===== config.mk =====
export PLATFORM = sky130hd
export DESIGN_NAME = addr_patch_unit
export DESIGN_NICKNAME = d
export VERILOG_FILES = /design/src/rtl/addr_patch_unit.sv
export SDC_FILE = /design/constraint.sdc
export NUM_CORES = 1
export LEC_CHECK = 0
export BUFFER_PORTS_ARGS = -buffer_cell sky130_fd_sc_hd__buf_4
export CAP_MARGIN = 20
export CORE_MARGIN = 4
export CORE_UTILIZATION = 40
export CTS_BUF_LIST = sky130_fd_sc_hd__clkbuf_16
export CTS_CLUSTER_DIAMETER = 60
export DETAILED_ROUTE_END_ITERATION = 6
export GPL_ROUTABILITY_DRIVEN = 0
export HOLD_SLACK_MARGIN = 0.03
export PLACE_DENSITY = 0.68
export SETUP_SLACK_MARGIN = 0.05
export SYNTH_ARGS = -nofsm -noshare
export SYNTH_HDL_FRONTEND = slang
export SYNTH_SLANG_ARGS = --single-unit

===== constraint.sdc =====
create_clock -name clk_i -period 5 [get_ports clk_i]
set_input_delay 1 -clock clk_i [delete_from_list [all_inputs] [get_ports clk_i]]
set_output_delay 1 -clock clk_i [all_outputs]
set_load 0.05 [all_outputs]

===== src/rtl/addr_patch_unit.sv =====
// addr_patch_unit
//
// Address patch stage between a slave-side request port and a master-side
// request port. A table of NUM_PATCH match/replace entries is checked against
// every accepted address; the lowest-index enabled entry whose match address
// equals the request replaces it, otherwise the address passes through. The
// result is held in one registered output stage with a valid/ready handshake.
// Entries may be one-shot (self-disable after their first hit). A saturating
// counter tallies accepted hits.
//
// Ports
//   clk_i, rst_ni          clock (rising edge), async active-low reset
//   si_valid_i/si_ready_o  request handshake, si_addr_i request address
//   mi_valid_o/mi_ready_i  output handshake
//   mi_addr_o              forwarded (possibly patched) address
//   mi_patched_o           1 = mi_addr_o came from a table entry
//   mi_idx_o               index of the hitting entry (0 when not patched)
//   ctl_we_i, ctl_idx_i    table write strobe and target entry
//   ctl_en_i, ctl_oneshot_i, ctl_pat_addr_i, ctl_pat_data_i  entry contents
//   ctl_cnt_clr_i          synchronous clear of hit_cnt_o
//   hit_cnt_o              saturating count of accepted hits
module addr_patch_unit #(
  parameter int ADDR_W    = 32,
  parameter int NUM_PATCH = 4,
  parameter int IDX_W     = (NUM_PATCH > 1) ? $clog2(NUM_PATCH) : 1,
  parameter int CNT_W     = 16
) (
  input  logic              clk_i,
  input  logic              rst_ni,
  input  logic              si_valid_i,
  output logic              si_ready_o,
  input  logic [ADDR_W-1:0] si_addr_i,
  output logic              mi_valid_o,
  input  logic              mi_ready_i,
  output logic [ADDR_W-1:0] mi_addr_o,
  output logic              mi_patched_o,
  output logic [IDX_W-1:0]  mi_idx_o,
  input  logic              ctl_we_i,
  input  logic [IDX_W-1:0]  ctl_idx_i,
  input  logic              ctl_en_i,
  input  logic              ctl_oneshot_i,
  input  logic [ADDR_W-1:0] ctl_pat_addr_i,
  input  logic [ADDR_W-1:0] ctl_pat_data_i,
  input  logic              ctl_cnt_clr_i,
  output logic [CNT_W-1:0]  hit_cnt_o
);

  // Saturating increment: holds at all-ones instead of wrapping.
  function automatic logic [CNT_W-1:0] sat_inc(input logic [CNT_W-1:0] v);
    return (&v) ? v : v + CNT_W'(1);
  endfunction

  logic              en_q       [NUM_PATCH];
  logic              oneshot_q  [NUM_PATCH];
  logic [ADDR_W-1:0] pat_addr_q [NUM_PATCH];
  logic [ADDR_W-1:0] pat_data_q [NUM_PATCH];

  logic              vld_p0;
  logic [ADDR_W-1:0] addr_p0;
  logic              patched_p0;
  logic [IDX_W-1:0]  idx_p0;
  logic [CNT_W-1:0]  cnt_q;

  logic              accept;
  logic              hit;
  logic [IDX_W-1:0]  hit_idx;
  logic [ADDR_W-1:0] hit_data;

  assign si_ready_o = !vld_p0 || mi_ready_i;
  assign accept     = si_valid_i && si_ready_o;

  // Priority lookup against the current (pre-write) table contents; the
  // first hit found scanning upward from entry 0 wins.
  always_comb begin
    hit      = 1'b0;
    hit_idx  = '0;
    hit_data = '0;
    for (int i = 0; i < NUM_PATCH; i++) begin
      if (!hit && en_q[i] && (pat_addr_q[i] == si_addr_i)) begin
        hit      = 1'b1;
        hit_idx  = IDX_W'(i);
        hit_data = pat_data_q[i];
      end
    end
  end

  // Table: a software write to an entry takes precedence over that entry's
  // own one-shot self-disable in the same cycle. Out-of-range indices match
  // no entry and are dropped.
  always_ff @(posedge clk_i or negedge rst_ni) begin
    if (!rst_ni) begin
      for (int i = 0; i < NUM_PATCH; i++) begin
        en_q[i]       <= 1'b0;
        oneshot_q[i]  <= 1'b0;
        pat_addr_q[i] <= '0;
        pat_data_q[i] <= '0;
      end
    end else begin
      for (int i = 0; i < NUM_PATCH; i++) begin
        if (ctl_we_i && (ctl_idx_i == IDX_W'(i))) begin
          en_q[i]       <= ctl_en_i;
          oneshot_q[i]  <= ctl_oneshot_i;
          pat_addr_q[i] <= ctl_pat_addr_i;
          pat_data_q[i] <= ctl_pat_data_i;
        end else if (accept && hit && (hit_idx == IDX_W'(i)) && oneshot_q[i]) begin
          en_q[i] <= 1'b0;
        end
      end
    end
  end

  // ---- stage p0: registered output of the lookup ----
  // Payload loads only on accept and otherwise holds, so it stays stable
  // while the downstream stalls.
  always_ff @(posedge clk_i or negedge rst_ni) begin
    if (!rst_ni) begin
      vld_p0     <= 1'b0;
      addr_p0    <= '0;
      patched_p0 <= 1'b0;
      idx_p0     <= '0;
    end else if (accept) begin
      vld_p0     <= 1'b1;
      addr_p0    <= hit ? hit_data : si_addr_i;
      patched_p0 <= hit;
      idx_p0     <= hit ? hit_idx : '0;
    end else if (mi_ready_i) begin
      vld_p0 <= 1'b0;
    end
  end

  // Hit counter; clear beats a coincident hit.
  always_ff @(posedge clk_i or negedge rst_ni) begin
    if (!rst_ni) begin
      cnt_q <= '0;
    end else if (ctl_cnt_clr_i) begin
      cnt_q <= '0;
    end else if (accept && hit) begin
      cnt_q <= sat_inc(cnt_q);
    end
  end

  assign mi_valid_o   = vld_p0;
  assign mi_addr_o    = addr_p0;
  assign mi_patched_o = patched_p0;
  assign mi_idx_o     = idx_p0;
  assign hit_cnt_o    = cnt_q;

endmodule


=== Word level (Yosys, flattened, before mapping) ===
Cells that the tools add are included.

* Flip-flop bits (word level): 316
* Logic and storage cells: 95
* Input bits: 106
* Output and inout bits: 53

* Reduce and logical (&&, ||, !) cells: 36
* Multiplexer cells: 26
* $add $sub $neg: 1
* Equal/unequal tests: 11

{| class="wikitable"
|+ Operators by type and width
! kind !! number
|-
| two-way mux 32 bit || 5
|-
| equality test 32 bit || 4
|-
| two-way mux 16 bit || 3
|-
| logical AND 1 bit || 21
|-
| adder 16 x 1 -> 16 bit, second input constant || 1
|-
| AND reduction 16 bit || 1
|-
| two-way mux 1 bit || 15
|-
| nonzero test 2 bit || 6
|-
| equality test 2 bit, second input constant || 4
|-
| two-way mux 2 bit || 3
|-
| equality test 2 x 1 -> 1 bit, second input constant || 2
|-
| zero test 1 bit || 4
|-
| zero test 2 bit || 2
|-
| != test 2 bit, second input constant || 1
|-
| AND reduction 2 bit || 1
|-
| logical OR 1 bit || 1
|}

=== Logic depth before layout (Yosys ltp) ===
* Depth in word-level cells: 20
* Depth in mapped cells: 11
* Mapped depth without buffers: 8

=== Worst setup path after synthesis ===
OpenSTA, ideal clock, no wires.

* Kind: input to register
* From: input si_addr_i[28]
* To: register en_q[1] (netlist bit)
* Setup time: 0.135 ns
* Setup slack: 1.732 ns
* Data required time: 4.865 ns
* Path buffers: 2
* Stages on the path: 9
* Arrival time: 3.133 ns
* Cell sequence: buf_2 -> xor2_1 -> or4_1 -> nor4b_2 -> nand3_2 -> or4b_4 -> buf_6 -> o211ai_2 -> o21ai_1

* Word-level cells in the longest chain between the ends: 19
* Elaborated cells between the ends (all ways): 26
* Classes of those cells: eq/ne (5); mux (7); reduce/logical (14)

{| class="wikitable"
|+ RTL lines
! what !! line !! text
|-
| start: declaration || 32 || <nowiki>input logic [ADDR_W-1:0] si_addr_i,</nowiki>
|-
| equality test 32 bit || 79 || <nowiki>if (!hit && en_q[i] && (pat_addr_q[i] == si_addr_i)) begin</nowiki>
|-
| logical AND 1 bit || 79 ||
|-
| two-way mux 1 bit || 79 ||
|-
| zero test 1 bit || 79 ||
|-
| logical AND 1 bit (2 in a row) || 79 ||
|-
| two-way mux 1 bit || 79 ||
|-
| zero test 1 bit || 79 ||
|-
| logical AND 1 bit (2 in a row) || 79 ||
|-
| two-way mux 1 bit || 79 ||
|-
| zero test 1 bit || 79 ||
|-
| logical AND 1 bit (2 in a row) || 79 ||
|-
| two-way mux 2 bit or two-way mux 1 bit (tied branches) || 79 ||
|-
| equality test 2 bit or logical AND 1 bit (tied branches) || 105 || <nowiki>end else if (accept && hit && (hit_idx == IDX_W'(i)) && oneshot_q[i]) begin</nowiki>
|-
| logical AND 1 bit * (2 in a row) || 105 ||
|-
| nonzero test 2 bit (no source line) * || -- ||
|-
| end signal: indexed assignment || 101 || <nowiki>en_q[i] <= ctl_en_i;</nowiki>
|-
| end: declaration || 53 || <nowiki>logic en_q [NUM_PATCH];</nowiki>
|}

Mark *: on every way between the ends. The rest lies on a longest branch, timed or not.
A chain may end at the register's enable or synchronous reset.

=== Final worst setup path ===
* From: input si_addr_i[0]
* To: register cnt_q[5], in the netlist hit_cnt_o[5]

* Word-level cells in the longest chain between the ends: 18
* Elaborated cells between the ends (all ways): 21
* Classes of those cells: eq/ne (4); mux (4); reduce/logical (13)

{| class="wikitable"
|+ RTL lines
! what !! line !! text
|-
| equality test 32 bit || 79 ||
|-
| logical AND 1 bit || 79 ||
|-
| two-way mux 1 bit || 79 ||
|-
| zero test 1 bit || 79 ||
|-
| logical AND 1 bit (2 in a row) || 79 ||
|-
| two-way mux 1 bit || 79 ||
|-
| zero test 1 bit || 79 ||
|-
| logical AND 1 bit (2 in a row) || 79 ||
|-
| two-way mux 1 bit || 79 ||
|-
| zero test 1 bit || 79 ||
|-
| logical AND 1 bit (2 in a row) || 79 ||
|-
| two-way mux 1 bit * || 79 ||
|-
| logical AND 1 bit * || 137 || <nowiki>end else if (accept && hit) begin</nowiki>
|-
| nonzero test 2 bit (no source line) * || -- ||
|-
| AND reduction 2 bit (no source line) * || -- ||
|-
| end signal: assignment || 138 || <nowiki>cnt_q <= sat_inc(cnt_q);</nowiki>
|-
| end: declaration || 62 || <nowiki>logic [CNT_W-1:0] cnt_q;</nowiki>
|}

Marks and branches as above.

==> results.py <==
metrics = {
    "grt": {
        "grt_pass1_wl_um": 66600,
        "overflow": 0,
        "grt_use_total_pct": 20.6,
        "grt_pass1_vias": 10800,
        "grt_start_max_net_pins": 114,
        "antenna_found_initial": 1,
    },
    "sta": {
        "finalSetupViolations": 0,
        "final-max-slew-violation-count": 0,
        "timing.final.crit_share_pct": 72.9,
        "grt_setup_unrepaired": "no",
        "max_freq_mhz": 274,
        "period_needed_ps": 3640,
        "finalSetupTns_ps": 0,
        "slew_headroom_pct": 23.8,
        "worstMarginPinSlew_ps": 1140,
        "fin_skew_ps": 21.5,
        "hold_viol_final": 0,
    },
    "detailed_routing": {
        "vias_per_cell": 5.50,
        "routedWlPerCell_um": 22.6,
        "wirelength_um": 43100,
        "ant_nets": 0,
        "drc": 0,
        "drt_iter0_drc": 842,
        "vias": 10500,
        "drt_pass1_iterations": 5,
    },
    "cells_and_area": {
        "drive_above_1_share_pct": 35.9,
        "post-route-cell-area_um2": 17900,
        "fin_nets": 1479,
        "fillers": 3382,
        "area_growth_pct": 18.0,
        "fin_util_pct": 48.3,
        "antennaDiodeCount": 0,
    },
    "floorplanning": {
        "die_w_um": 203,
        "initial_utilization_pct": 40.9,
        "rows": 70,
        "die_area_um2": 41000,
        "pin_count": 159,
        "die_y_um": 203,
        "coreArea_um2": 37000,
    },
    "pwr": {
        "peakVddDrop_mv": 0.241,
        "clkPwrFrac_pct": 35.3,
        "switching_share_pct": 29.0,
        "power_switching_mw": 2.08,
        "power.leakage_nw": 7.64,
        "seqPwrFrac_pct": 45.8,
        "p_int_mw": 5.10,
        "p_per_area_nw_per_um2": 402,
        "power_frac_comb_pct": 18.9,
        "p_total_mw": 7.18,
    },
    "clock_tree": {
        "cts_num_sinks": 316,
        "numCtsBuffers": 36,
        "cts_tree": "built",
        "cts_hold_buffers": 0,
        "root_buffer": "clkbuf_16",
        "post_cts_buffers": 0,
        "cts_buffer_depth": 3,
        "clkLatencyLatePin_ps": 530,
        "cts.repair.resized": 0,
        "clk_pin_slew_ps": 60,
        "htreeDepth": 2,
    },
    "worst_setup_path": {
        "critical_path_class": "primary input to register",
        "start_kind": "primary input",
        "worst_setup_path_end_kind": "register",
        "critPathArrivalTime_ps": 4100,
        "cp_cell_sequence": "buf_4 -> xor2_1 -> nor4_1 -> nand4_1 -> buf_4 -> or3_1 -> a41o_1 -> or4_1 -> a21oi_1",
        "cp.required_ps": 5450,
        "crit_slowest_cell": "or3_1",
        "slowest_delay_ps": 650,
        "crit_fanout": 30,
        "ff2ff_setup_slack_ps": 1570,
        "path_common_cell": "buf_4",
    },
    "status": {
        "status": "completed",
    },
    "job": {
        "max_cap_violations": 0,
    },
    "synthesis": {
        "synth-edff-count": 0,
        "synthDistinctLibCells": 61,
        "ys_seq_area_share_pct": 52.3,
        "syn_inst": 1259,
        "synthArstFlopShare_pct": 100,
        "synthTopCellsByCount": "dfrtp_1, mux2_2, xor2_1",
        "synth-seq-cells": 316,
        "synth_area_per_cell_um2": 12.0,
        "yosys-top-cells-area": "dfrtp_1, mux2_2, xor2_1, xnor2_1, clkbuf_1",
        "synth_fp_nets": 1366,
        "syn-cell-area_um2": 15100,
        "synth_ff_type": "dfrtp_1",
        "synth_top_area_share_pct": 52.3,
        "ys_warn_count": 0,
        "synth_area_leader_cell": "dfrtp_1",
        "yosysMostFrequentCell": "dfrtp_1",
    },
    "place": {
        "io_buffers": 158,
        "hpwl_um": 30100,
        "post_dp_cell_area_um2": 16700,
    },
    "min_path": {
        "hp-class": "register to register",
    },
}
[routing by layer]
layer | up-vias | global-route usage [%] | part of all wire, %
met5 | - | 0 | 0.016
met2 | 311 | 32.6 | 47
met3 | 64 | 3.31 | 5.4
li1 | 4713 | - | -
met4 | 2 | 5.41 | 2.3
met1 | 5378 | 29.8 | 46
[critical path: cells and delay by family]
| kind | cells | cell delay [ps] |
|---|---|---|
| xor+xnor | 1 | 180 |
| compound gates | 2 | 790 |
| buf+inv | 2 | 410 |
| simple gates | 4 | 1670 |
[path summary, 6_finish.rpt]
kind                       cells after the start                         from                         end
min in group asynchronous                      1                       rst_ni  pat_data_q[60]$_DFFE_PN0P_
max reg2reg                                    8  pat_addr_q[111]$_DFFE_PN0P_    hit_cnt_o[5]$_DFFE_PN0P_
max                                            9                 si_addr_i[0]    hit_cnt_o[5]$_DFFE_PN0P_
max in group asynchronous                      2                       rst_ni  pat_data_q[38]$_DFFE_PN0P_
min reg2reg                                    1      mi_idx_o[1]$_DFFE_PN0P_     mi_idx_o[1]$_DFFE_PN0P_
min                                            1      mi_idx_o[1]$_DFFE_PN0P_     mi_idx_o[1]$_DFFE_PN0P_
[sequential cells by signal, summed over array words and instances, names as in the netlist]
name          cells
en_q              4
hit_cnt_o        16
mi_addr_o        32
mi_idx_o          2
mi_patched_o      1
mi_valid_o        1
oneshot_q         4
pat_addr_q      128
pat_data_q      128
[power by group through the flow]
stage	clock network (mW)	registers, mW	logic (mW)
finish	2.54	3.29	1.35
global route	2.69	3.33	1.46
global placement	0	3.30	1.33
floorplan	0	3.36	0.792
CTS	2.58	3.28	1.36
detailed placement	0	3.32	1.35
[kinds of logic (layout without fill, tap and decap cells)]
logic type                 count (synthesis)  after routing  synth area share [%]
AOI/OAI and AO/OA                        138            138                  6.21
xor gates and xnor gates                 132            132                  7.64
adders and majority gates                  1              1                0.0827
buffers and inverters                    136            277                  3.69
DFF                                      316            316                  52.3
muxes                                    262            262                  19.5
and+or+nand+nor                          274            274                  10.6
[through the flow]
stage / worst slack (ps) / hold slack (ps) / cells
detailed placement: 868 / 467 / 1838
CTS: 1420 / 481 / 1904
global placement: 901 / 470 / 1838
finish: 1360 / 478 / 1904
floorplan: 1730 / 470 / 1259
global route: 1200 / 494 / 1904
[cell type report]
type	count	area, um^2	share of cell area [%]
timing repair buffer	175	1360	7.61
sequential	316	7910	44.3
multi-input combinational	807	6680	37.4
inverter	36	135	0.757
clock buffer	37	926	5.18
tap	504	631	3.53
clock inverter	29	216	1.21
[placed cells by master, fill, tap and decap left out, types with 16 or more instances in the layout]
cell | netlist | layout
a31oi_1 | 29 | 29
and2_1 | 29 | 29
buf_4 | 1 | 171
clkbuf_16 | 0 | 37
dfrtp_1 | 316 | 316
inv_1 | 36 | 40
mux2_2 | 260 | 260
nand2_1 | 22 | 22
nand3_1 | 17 | 16
nand4_1 | 20 | 20
nor2_1 | 43 | 43
nor2b_1 | 29 | 29
nor3_1 | 34 | 34
nor4_1 | 23 | 23
o22ai_1 | 30 | 30
o41ai_1 | 28 | 28
xnor2_1 | 49 | 49
xor2_1 | 83 | 83
Power figures use the tool's default switching activity.
